===== config.mk =====
export PLATFORM = sky130hd
export DESIGN_NAME = fp_mul_collect
export DESIGN_NICKNAME = d
export VERILOG_FILES = /design/src/rtl/fp_mul_collect.sv
export SDC_FILE = /design/constraint.sdc
export NUM_CORES = 1
export LEC_CHECK = 0
export BUFFER_PORTS_ARGS = -buffer_cell sky130_fd_sc_hd__buf_2
export CORE_MARGIN = 3
export CORE_UTILIZATION = 45
export DETAILED_ROUTE_END_ITERATION = 12
export MAX_ROUTING_LAYER = met4
export PLACE_DENSITY = 0.75
export SLEW_MARGIN = 20
export SYNTH_ARGS = -nofsm -noshare
export SYNTH_HDL_FRONTEND = slang
export SYNTH_SLANG_ARGS = --single-unit

===== constraint.sdc =====
create_clock -name clk -period 2.45 [get_ports clk]
set_input_delay 0.49 -clock clk [delete_from_list [all_inputs] [get_ports clk]]
set_output_delay 0.49 -clock clk [all_outputs]
set_load 0.02 [all_outputs]

===== src/rtl/fp_mul_collect.sv =====
// Result-collection FIFO behind fp_mul: first-word-fall-through queue of {flags, product}
// with sticky exception status. Optional flush-to-zero of underflowed products via FP_COLLECT_FTZ_EN.
module fp_mul_collect #(
    parameter int DEPTH = 4,
    parameter int CW    = $clog2(DEPTH) + 1
) (
    input  logic          clk,
    input  logic          reset,
    input  logic          in_valid,
    input  logic [15:0]   product,
    input  logic          underflow,
    input  logic          overflow,
    input  logic          inexact,
    output logic          out_valid,
    input  logic          out_ready,
    output logic [15:0]   out_product,
    output logic [2:0]    out_flags,
    output logic [CW-1:0] count,
    output logic          full,
    input  logic          flag_clr,
    output logic [3:0]    sticky_flags
);
    localparam int PW = $clog2(DEPTH);

    logic [PW-1:0] rd_ptr_reg, rd_ptr_next;
    logic [PW-1:0] wr_ptr_reg, wr_ptr_next;
    logic [CW-1:0] count_reg, count_next;
    logic [3:0]    sticky_reg, sticky_next;
    logic [18:0]   mem_reg [DEPTH];
    logic [18:0]   head;
    logic [15:0]   store_product;
    logic          pop, push, drop;

`ifdef FP_COLLECT_FTZ_EN
    assign store_product = underflow ? {product[15], 15'b0} : product;
`else
    assign store_product = product;
`endif

    assign out_valid    = (count_reg != '0);
    assign full         = (count_reg == CW'(DEPTH));
    assign count        = count_reg;
    assign sticky_flags = sticky_reg;

    // A pop in the same cycle frees the slot the incoming result lands in.
    assign pop  = out_valid & out_ready;
    assign push = in_valid & (~full | pop);
    assign drop = in_valid & full & ~pop;

    assign head        = mem_reg[rd_ptr_reg];
    assign out_product = out_valid ? head[15:0]  : 16'h0000;
    assign out_flags   = out_valid ? head[18:16] : 3'b000;

    always_comb begin
        rd_ptr_next = rd_ptr_reg;
        wr_ptr_next = wr_ptr_reg;
        count_next  = count_reg;
        sticky_next = flag_clr ? 4'b0000 : sticky_reg;
        if (pop)
            rd_ptr_next = rd_ptr_reg + PW'(1);
        if (push)
            wr_ptr_next = wr_ptr_reg + PW'(1);
        case ({push, pop})
            2'b10:   count_next = count_reg + CW'(1);
            2'b01:   count_next = count_reg - CW'(1);
            default: count_next = count_reg;
        endcase
        // Set events are applied after the clear so they win in the same cycle.
        if (push)
            sticky_next[2:0] = sticky_next[2:0] | {underflow, overflow, inexact};
        if (drop)
            sticky_next[3] = 1'b1;
    end

    always_ff @(posedge clk) begin
        if (!reset) begin
            rd_ptr_reg <= '0;
            wr_ptr_reg <= '0;
            count_reg  <= '0;
            sticky_reg <= '0;
        end else begin
            rd_ptr_reg <= rd_ptr_next;
            wr_ptr_reg <= wr_ptr_next;
            count_reg  <= count_next;
            sticky_reg <= sticky_next;
        end
    end

    // Storage is not reset; emptiness is tracked by count alone.
    always_ff @(posedge clk) begin
        if (reset && push)
            mem_reg[wr_ptr_reg] <= {underflow, overflow, inexact, store_product};
    end
endmodule

### After elaboration in Yosys (flattened, before gate mapping)

Memories as Yosys holds them, arrays and structs flattened. A register that Yosys moved wholly into a read port is not among the register bits.
Cells that the tools add are included.

| operators by class | value |
|---|---|
| reduce and logical (&&, ||, !) cells | 4 |
| equal/unequal tests | 3 |
| multiplexer cells | 10 |
| add/sub/neg operators | 4 |
| bitwise operators | 8 |

Operator list:

| cell | count |
|---|---|
| $mux 16 | 1 |
| $mux 3 | 2 |
| $pmux 3 s2 | 1 |
| $add 2x1->2 const B | 2 |
| $and 1x1->1 | 4 |
| $mux 2 | 2 |
| $mux 4 | 1 |
| $reduce_bool 2->1 | 2 |
| $add 3x1->3 const B | 1 |
| $eq 3x3->1 const B | 1 |
| $mux 1 | 3 |
| $or 3x3->3 | 1 |
| $reduce_bool 3->1 | 1 |
| $sub 3x1->3 const B | 1 |
| $eq 2x1->1 const B | 1 |
| $eq 2x2->1 const B | 1 |
| $not 1->1 | 2 |
| $logic_and 1x1->1 | 1 |
| $or 1x1->1 | 1 |

| storage, ports and cells | value |
|---|---|
| bits of input ports | 24 |
| bits in writable memories | 76 |
| register bits after elaboration | 11 |
| word-level logic and storage cells | 35 |
| memories | 1 |

Memories:

| memory | words | bits a word | read ports | clocked after memory_dff | write ports | line | text |
|---|---|---|---|---|---|---|---|
| mem_reg | 4 | 19 | 1 | 1 | 1 | 29 | `logic [18:0] mem_reg [DEPTH];` |

### Depth between registers and ports, before layout

Gate-level depths: netlist (run 1).

| depth | value |
|---|---|
| depth in word-level cells | 7 |
| gate-level depth with buffers | 7 |
| gate-level depth less buffers | 6 |

### Worst setup path after synthesis (run 1)

Ideal clock, no wire load.

| path | value |
|---|---|
| path kind | input-to-reg |
| start | input port reset |
| end | memory mem_reg[0][0] (enable) |
| stages on the path | 3 |
| data arrival time | 1.554 ns |
| path slack | 0.519 ns |
| path buffers | 2 |
| library setup time | 0.377 ns |
| path through | clkbuf_1 -> clkbuf_1 -> and3_1 |

| on the way | value |
|---|---|
| longest elaborated chain between the ends | 3 |

RTL lines:

| item | line | text |
|---|---|---|
| start: declaration | 8 | `input logic reset,` |
| $logic_and 1x1->1 | 91 | `if (reset && push)` |
| $mux 1 | 91 |  |
| $mux 1 (implied by the code) | 92 | `mem_reg[wr_ptr_reg] <= {underflow, overflow, inexact, store_product};` |
| end: declaration | 29 |  |

Every way passes these cells.

==> results of run 1 <==
[metrics by stage]
step	hold WS [ns]	util	instance area, um2	total power, mW	cells
3_3_place_gp	0.444	0.515	4000	3.26	349
6_report	0.347	0.539	4190	4.14	365
4_1_cts	0.333	0.539	4180	4.20	365
2_1_floorplan	0.468	-	3630	2.92	202
3_5_place_dp	0.462	0.515	4000	3.28	349
5_1_grt	0.338	0.539	4190	4.38	365
[Yosys cell counts]
cell type,instances,area share
o311ai_1,1,0.0024
or3b_1,1,0.0024
and2_1,1,0.0017
nor3_1,1,0.0014
nor2b_4,2,0.0076
mux4_2,19,0.12
a31o_1,1,0.0024
o21a_1,1,0.0021
a32o_1,2,0.0055
fa_1,1,0.0055
mux2i_1,5,0.014
dfxtp_1,13,0.072
nand2_1,8,0.0083
o31ai_1,1,0.0021
clkbuf_1,3,0.0031
nor2_1,8,0.0083
buf_2,8,0.011
and3_1,4,0.0069
xor2_1,2,0.0048
inv_1,6,0.0062
a21oi_1,1,0.0014
nor4b_4,1,0.0065
a221oi_2,1,0.0041
buf_12,1,0.0055
edfxtp_1,76,0.63
ha_1,4,0.014
xnor2_1,1,0.0024
or2_2,1,0.0017
nor4b_1,1,0.0024
nand2b_1,3,0.0052
a31oi_1,2,0.0034
buf_6,2,0.0062
nor2b_1,20,0.034
[report_power, final]
group | switching, mW | total, mW | internal (mW) | leakage, nW
Clock | 0.527 | 0.915 | 0.387 | 0.0901
Combinational | 0.768 | 1.38 | 0.609 | 0.618
Sequential | 0.103 | 1.85 | 1.75 | 0.797
Total | 1.40 | 4.14 | 2.74 | 1.51
[worst max-delay path, cell delays in order, from the launching register on]
cell and delay, ns:
dfxtp_2 0.42, buf_12 0.20, mux4_2 0.52, nor2b_1 0.14, buf_2 0.16
[worst paths after layout]
path	startpoint	endpoint	slack, ns	depth (start not counted)
max	register	out_product[13]	0.17	4
min	product[12]	mem_reg[3][12]	0.35	1
max reg2reg	count[0]	mem_reg[0][18]	0.39	4
min reg2reg	sticky_flags[0]	sticky_flags[0]	0.48	1
[kinds of logic (layout without fill, tap and decap cells)]
logic type	after synthesis	count (layout)	synth area share
DFF	89	89	0.700
and+or+nand+nor	51	51	0.0868
muxes	24	24	0.132
buffers and inverters	20	81	0.0320
AOI/OAI and AO/OA	10	10	0.0234
adders and majority gates	5	5	0.0193
xor gates and xnor gates	3	3	0.00723
[cell usage in the layout, fill, tap and decap left out, types with 2 or more instances in the layout]
cell type and n:
edfxtp_1 76, clkbuf_8 9, nand2b_1 3, inv_6 2, nor2_1 8, buf_4 7
a32o_1 2, and3_1 4, inv_8 2, buf_2 51, a31oi_1 2, mux4_2 19
inv_1 6, clkinvlp_4 2, nor2b_1 20, ha_1 4, dfxtp_1 12, xor2_1 2
nand2_1 8, nor2b_4 2, mux2i_1 5
[timing repair]
item	4_1_cts	5_1_grt
resized for setup	0	1
buffers inserted	0	0
setup endpoints to repair	0	12
[final cells by class]
type,instances,area share
sequential,89,0.608
multi-input combinational,93,0.234
timing repair buffer,59,0.0783
tap,102,0.0305
clock buffer,9,0.0296
clock inverter,7,0.0143
inverter,6,0.00538
[metal layers]
metal,vias up,global-route usage,wire length [um]
li1,877,-,-
met1,906,0.190,2630
met2,44,0.234,2970
met3,12,0.0235,222
met4,0,0.0735,129
met5,-,-,0
==> flow_summary.ini, run 1 <==
[outcome]
status = finished, final reports clean

[grt]
grt_first_pass_wirelength_mm = 9.64
antenna_found_initial = 0
first_global_vias = 1883
maximum_number_of_pins_on_one_net_before_global_route_repair = 21
grtUsageTotal = 0.149
grt.overflow.total = 0

[clock_tree]
cts_sinks = 89
cts_tree = yes
postCtsHoldBufs = 0
clkLatencyLatePin_ns = 0.35
numCtsBuffers = 9
clock_tree.htree_level_count = 3
cts-root-to-sink-buffers = 2
cts.reportedPaths.clkPinSlew_ns = 0.10
cts.root.buffer_cell = clkbuf_8

[sta]
tightest_pin_transition_ns = 0.620
period_needed_ns = 2.28
slew_headroom = 0.586
layout_setup_ws_ns = 0.172
fin_crit_sh = 0.930
setup_tns_final_ns = 0
setup_violations = 0
finalClockSkew_ns = 0.0112
final_hold_viol_count = 0
max_freq_mhz = 439
rsz0062_at_grt = false
finalMaxSlewViolations = 0

[cells_and_area]
diode_insertion_count_for_antenna_repair = 0
filler_cell_count = 633
multi_input_area_um2 = 980
final_net_count = 287
largest_reg_flops = 76
seq_area_mm2 = 0.00254
layout-area-overhead-vs-synth_pct = 15.2
drive_gt1_frac = 0.384

[logic_synthesis]
count_of_unique_library_cells_instantiated_by_yosys = 33
syn_area_mm2 = 0.00363
syn_area_per_cell_um2 = 18.0
yosysSeqAreaShare = 0.700
synth-seq-cells = 89
synthesis.nets = 231
synthCells = 202
synth_warnings = 0

[worst_setup_path]
worst_path_fanout_max = 16
critical_path_class = register to primary output
critical_path_arrival_ns = 1.79
endpoint_kind_of_the_worst_setup_timing_path = primary output
critPathRequiredTime_ns = 1.96
worst_setup_path_start_kind = register

[route]
post_drt_wl_per_cell_um = 16.3
antenna_left = 0
initialDrtViolationCount = 82
first_pass_detailed_route_iteration_total = 4
post-route-drc-count = 0
dr_total_vias = 1839
avgViaCountPerCell = 5.04
detail_route.wirelength_mm = 5.95

[floorplan]
die_width_um = 95.9
die_height_um = 95.9
initial_core_util = 0.468
core_region_area_mm2 = 0.00777
num_io_pins = 52
die_area_mm2 = 0.00919
fp-row-count = 32

[power]
p_leak_nw = 1.51
powerDensity_mw_per_mm2 = 989
vdd.ir_drop.worst_uv = 471

[placement]
place_ws_ns = 0.361
io_buffers = 51
post-dp-hpwl_mm = 3.88
gp_congestion = 0.763

[flow_run]
drv.max_cap_violation_count = 0

[hold_path]
type_of_the_worst_min_delay_path = input pin to register
(Power assumes the default switching activity.)
==> run 2, diff against run 1 <==
- GPL_TIMING_DRIVEN: unset -> 0
==> flow_summary.ini, run 2 (synthesis results as in run 1) <==
[route]
post_drt_wl_per_cell_um = 15.8
initialDrtViolationCount = 117
antenna_left = 0
post-route-drc-count = 0
detail_route.wirelength_mm = 5.80
first_pass_detailed_route_iteration_total = 4
avgViaCountPerCell = 4.99
dr_total_vias = 1836

[floorplan]
die_width_um = 95.9
die_height_um = 95.9
fp-row-count = 32
core_region_area_mm2 = 0.00777
initial_core_util = 0.468
die_area_mm2 = 0.00919
num_io_pins = 52

[worst_setup_path]
rrSetupSlack_ns = 0.28
critical_path_class = register to primary output
endpoint_kind_of_the_worst_setup_timing_path = primary output
worst_setup_path_start_kind = register
critPathRequiredTime_ns = 1.96
critical_path_arrival_ns = 1.84
worst_path_fanout_max = 10

[power]
power.switching_fraction = 0.337
clock_power_share = 0.216
vdd.ir_drop.worst_uv = 507
p_sw_mw = 1.41
p_leak_nw = 1.51
total_power_mw = 4.19
p_seq_frac = 0.426
comb_power_share = 0.358
powerDensity_mw_per_mm2 = 1000
power.internal_mw = 2.77

[cells_and_area]
layout-area-overhead-vs-synth_pct = 15.3
final_core_util = 0.539
drive_gt1_frac = 0.372
seq_area_mm2 = 0.00254
leading_cell_type_in_the_layout_fill_and_taps_excluded = edfxtp_1
diode_insertion_count_for_antenna_repair = 0
multi_input_area_um2 = 975
filler_cell_count = 648
layout_common_cells = 76 x edfxtp_1, 55 x buf_2, 20 x nor2b_1
final_net_count = 290
largest_reg_flops = 76

[outcome]
status = finished, final reports clean

[sta]
max_freq_mhz = 429
finalMaxSlewViolations = 0
finalClockSkew_ns = 0.00728
fin_crit_sh = 0.952
tightest_pin_transition_ns = 0.999
rsz0062_at_grt = false
final_hold_viol_count = 0
setup_violations = 0
period_needed_ns = 2.33
slew_headroom = 0.334

[clock_tree]
cts.reportedPaths.clkPinSlew_ns = 0.09
cts.root.buffer_cell = clkbuf_8
clock_tree.htree_level_count = 3
clkLatencyLatePin_ns = 0.35
numCtsBuffers = 9
cts-root-to-sink-buffers = 2
post_cts_buffers = 0
cts_tree = yes
cts_sinks = 89

[flow_run]
drv.max_cap_violation_count = 0

[grt]
grt.overflow.total = 0
grtUsageTotal = 0.146
first_global_vias = 1842
maximum_number_of_pins_on_one_net_before_global_route_repair = 20
antenna_found_initial = 0
grt_first_pass_wirelength_mm = 9.38

[hold_path]
type_of_the_worst_min_delay_path = input pin to register

[placement]
io_buffers = 48
gp_congestion = 0.776
post-dp-hpwl_mm = 3.78
-- run 2: cell count changes in the layout (fill, tap and decap cells not counted), sizes merged --
cell      before  now
buf           59   58
clkbuf         9   14
clkinv         1    2
inv           10    9
clkinvlp       2    1
-- run 2: power groups by stage --
stage	clock network [mW]	logic, mW	registers [mW]
finish	0.906	1.50	1.78
global route	0.993	1.63	1.79
CTS	0.931	1.52	1.78
detailed placement	0	1.51	1.81
global placement	0	1.50	1.81
floorplan	0	1.08	1.84
-- run 2: per-layer routing --
metal,up-vias,global-route usage,part of all wire
li1,890,-,-
met1,888,0.185,0.44
met2,51,0.227,0.50
met3,7,0.0313,0.048
met4,0,0.0640,0.011
met5,-,-,0
-- run 2: critical path, stage by stage (launching register included) --
cell	delay (ns)
dfxtp_1	0.35
buf_8	0.18
buf_12	0.16
mux4_2	0.51
nor2b_1	0.14
buf_2	0.16
-- run 2: final cells by class --
class / instances / area share
sequential: 89 / 0.607
multi-input combinational: 93 / 0.233
timing repair buffer: 48 / 0.0574
clock buffer: 10 / 0.0305
tap: 102 / 0.0305
buffer: 14 / 0.0242
clock inverter: 6 / 0.0122
inverter: 6 / 0.00538
-- run 2: stage by stage --
stage | TNS [ns] | area (um2) | hold slack, ns | setup slack [ns] | cells
2_1_floorplan | 0 | 3630 | 0.468 | 0.519 | 202
3_3_place_gp | 0 | 4000 | 0.447 | 0.0475 | 352
3_5_place_dp | -0.318 | 4000 | 0.468 | -0.0176 | 352
4_1_cts | 0 | 4180 | 0.335 | 0.0401 | 368
5_1_grt | 0 | 4190 | 0.341 | 0.00665 | 368
6_report | 0 | 4190 | 0.354 | 0.117 | 368
-- run 2: repair_timing --
item,in CTS,in global routing
pin swaps,0,0
gates resized for setup,1,2
endpoints found under the setup margin,4,7
hold buffers,0,0
-- run 2: worst paths after layout --
path                            cells after the start         endpoint             from
worst max-delay path                                5  out_product[14]         register
worst min-delay path                                1    mem_reg[1][8]       product[8]
worst max register to register                      5   mem_reg[0][10]         count[2]
worst min register to register                      1  sticky_flags[2]  sticky_flags[2]
==> run 3, diff against run 2 <==
- CORE_MARGIN: 3 -> 4
- RECOVER_POWER: unset -> 50
==> flow_summary.ini, run 3 (synthesis results as in run 1) <==
[cells_and_area]
leading_cell_type_in_the_layout_fill_and_taps_excluded = edfxtp_1
final_instance_count_without_filler_cells = 368
layout-area-overhead-vs-synth_pct = 15.3
layout_common_cells = 76 x edfxtp_1, 29 x clkbuf_1, 28 x buf_2
diode_insertion_count_for_antenna_repair = 0
final_net_count = 290
largest_reg_flops = 76
drive_gt1_frac = 0.267

[flow_run]
drv.max_cap_violation_count = 0

[route]
antenna_left = 0
initialDrtViolationCount = 64
avgViaCountPerCell = 5.06
post_drt_wl_per_cell_um = 16.1
first_pass_detailed_route_iteration_total = 4
post-route-drc-count = 0
dr_total_vias = 1863
detail_route.wirelength_mm = 5.91

[clock_tree]
clkLatencyLatePin_ns = 0.34
cts-root-to-sink-buffers = 2
cts_sinks = 89
cts.reportedPaths.clkPinSlew_ns = 0.09
clock_tree.htree_level_count = 3
post_cts_buffers = 0
cts_tree = yes
numCtsBuffers = 9
cts.root.buffer_cell = clkbuf_8
postCtsHoldBufs = 0

[hold_path]
type_of_the_worst_min_delay_path = input pin to register

[sta]
final_hold_viol_count = 0
finalMaxSlewViolations = 0
setup_violations = 0
finalClockSkew_ns = 0.00867
fin_crit_sh = 0.957
period_needed_ns = 2.34
rsz0062_at_grt = false
setup_tns_final_ns = 0
tightest_pin_transition_ns = 0.987
max_freq_mhz = 427
slew_headroom = 0.342

[floorplan]
die_width_um = 97.9
core_region_area_mm2 = 0.00781
die_area_mm2 = 0.00958
initial_core_util = 0.465
num_io_pins = 52
fp-row-count = 32
die_height_um = 97.9

[grt]
grt_first_pass_wirelength_mm = 9.60
maximum_number_of_pins_on_one_net_before_global_route_repair = 20
antenna_found_initial = 0
first_global_vias = 1887
grtUsageTotal = 0.135
grt.overflow.total = 0

[worst_setup_path]
endpoint_kind_of_the_worst_setup_timing_path = primary output
critPathRequiredTime_ns = 1.96
worst_path_fanout_max = 10
worst_setup_path_start_kind = register
critical_path_class = register to primary output
critical_path_arrival_ns = 1.85

[placement]
post-dp-hpwl_mm = 3.89
gp_congestion = 0.790
io_buffers = 48
place_inst = 352

[power]
p_leak_nw = 1.45
power.switching_fraction = 0.322
comb_power_share = 0.338
vdd.ir_drop.worst_uv = 410
p_sw_mw = 1.40
clock_power_share = 0.253
p_seq_frac = 0.409
power.internal_mw = 2.96
powerDensity_mw_per_mm2 = 1040

[outcome]
status = finished, final reports clean
-- run 3: worst paths after layout --
check                                     start         endpoint  slack, ns  cells past startpoint
worst max register to register         count[2]    mem_reg[3][6]       0.23                      5
worst min register to register  sticky_flags[2]  sticky_flags[2]       0.51                      1
worst max-delay path                   register  out_product[12]       0.11                      5
worst min-delay path                 product[3]    mem_reg[3][3]       0.41                      1
-- run 3: worst max-delay path: stages, from the launching register on --
cell and delay, ns:
dfxtp_1 0.33, buf_6 0.19, buf_12 0.17, mux4_2 0.51, nor2b_1 0.15, buf_2 0.16
-- run 3: layer usage --
metal | up-vias | GRT usage | wire, um
met5 | - | - | 0
met4 | 0 | 0.0479 | 68
met3 | 4 | 0.0343 | 300
li1 | 884 | - | -
met1 | 933 | 0.160 | 2470
met2 | 42 | 0.224 | 3070
-- run 3: layout make-up --
cell class              count  area (um2)
plain buffers              14        96.3
clock buffers               9         124
clock inverters             7         101
fillers                   652        3620
inverters                   6        22.5
multi-input cells          93         968
flip-flops and latches     89        2540
well taps                 102         128
repair buffers             48         208
-- run 3: power by group through the flow --
stage | clock network [mW] | registers, mW | logic, mW
after floorplan | 0 | 1.84 | 1.08
after global placement | 0 | 1.81 | 1.50
after detailed placement | 0 | 1.82 | 1.52
after CTS | 1.12 | 1.78 | 1.53
after global routing | 1.19 | 1.79 | 1.61
final | 1.10 | 1.78 | 1.48
-- run 3: timing repair --
item | 4_1_cts | 5_1_grt
resized for setup | 1 | 1
pin swaps | 0 | 0
endpoints found under the setup margin | 1 | 9
-- run 3: metrics by stage --
step,utilization,worst slack (ns),power (mW),area [um2],hold WS [ns]
after CTS,0.542,0.00625,4.43,4230,0.346
after global routing,0.537,0.00217,4.59,4190,0.406
after global placement,0.513,0.0564,3.31,4000,0.446
after floorplan,-,0.519,2.92,3630,0.468
final,0.537,0.106,4.36,4190,0.409
after detailed placement,0.513,0.0722,3.33,4000,0.493
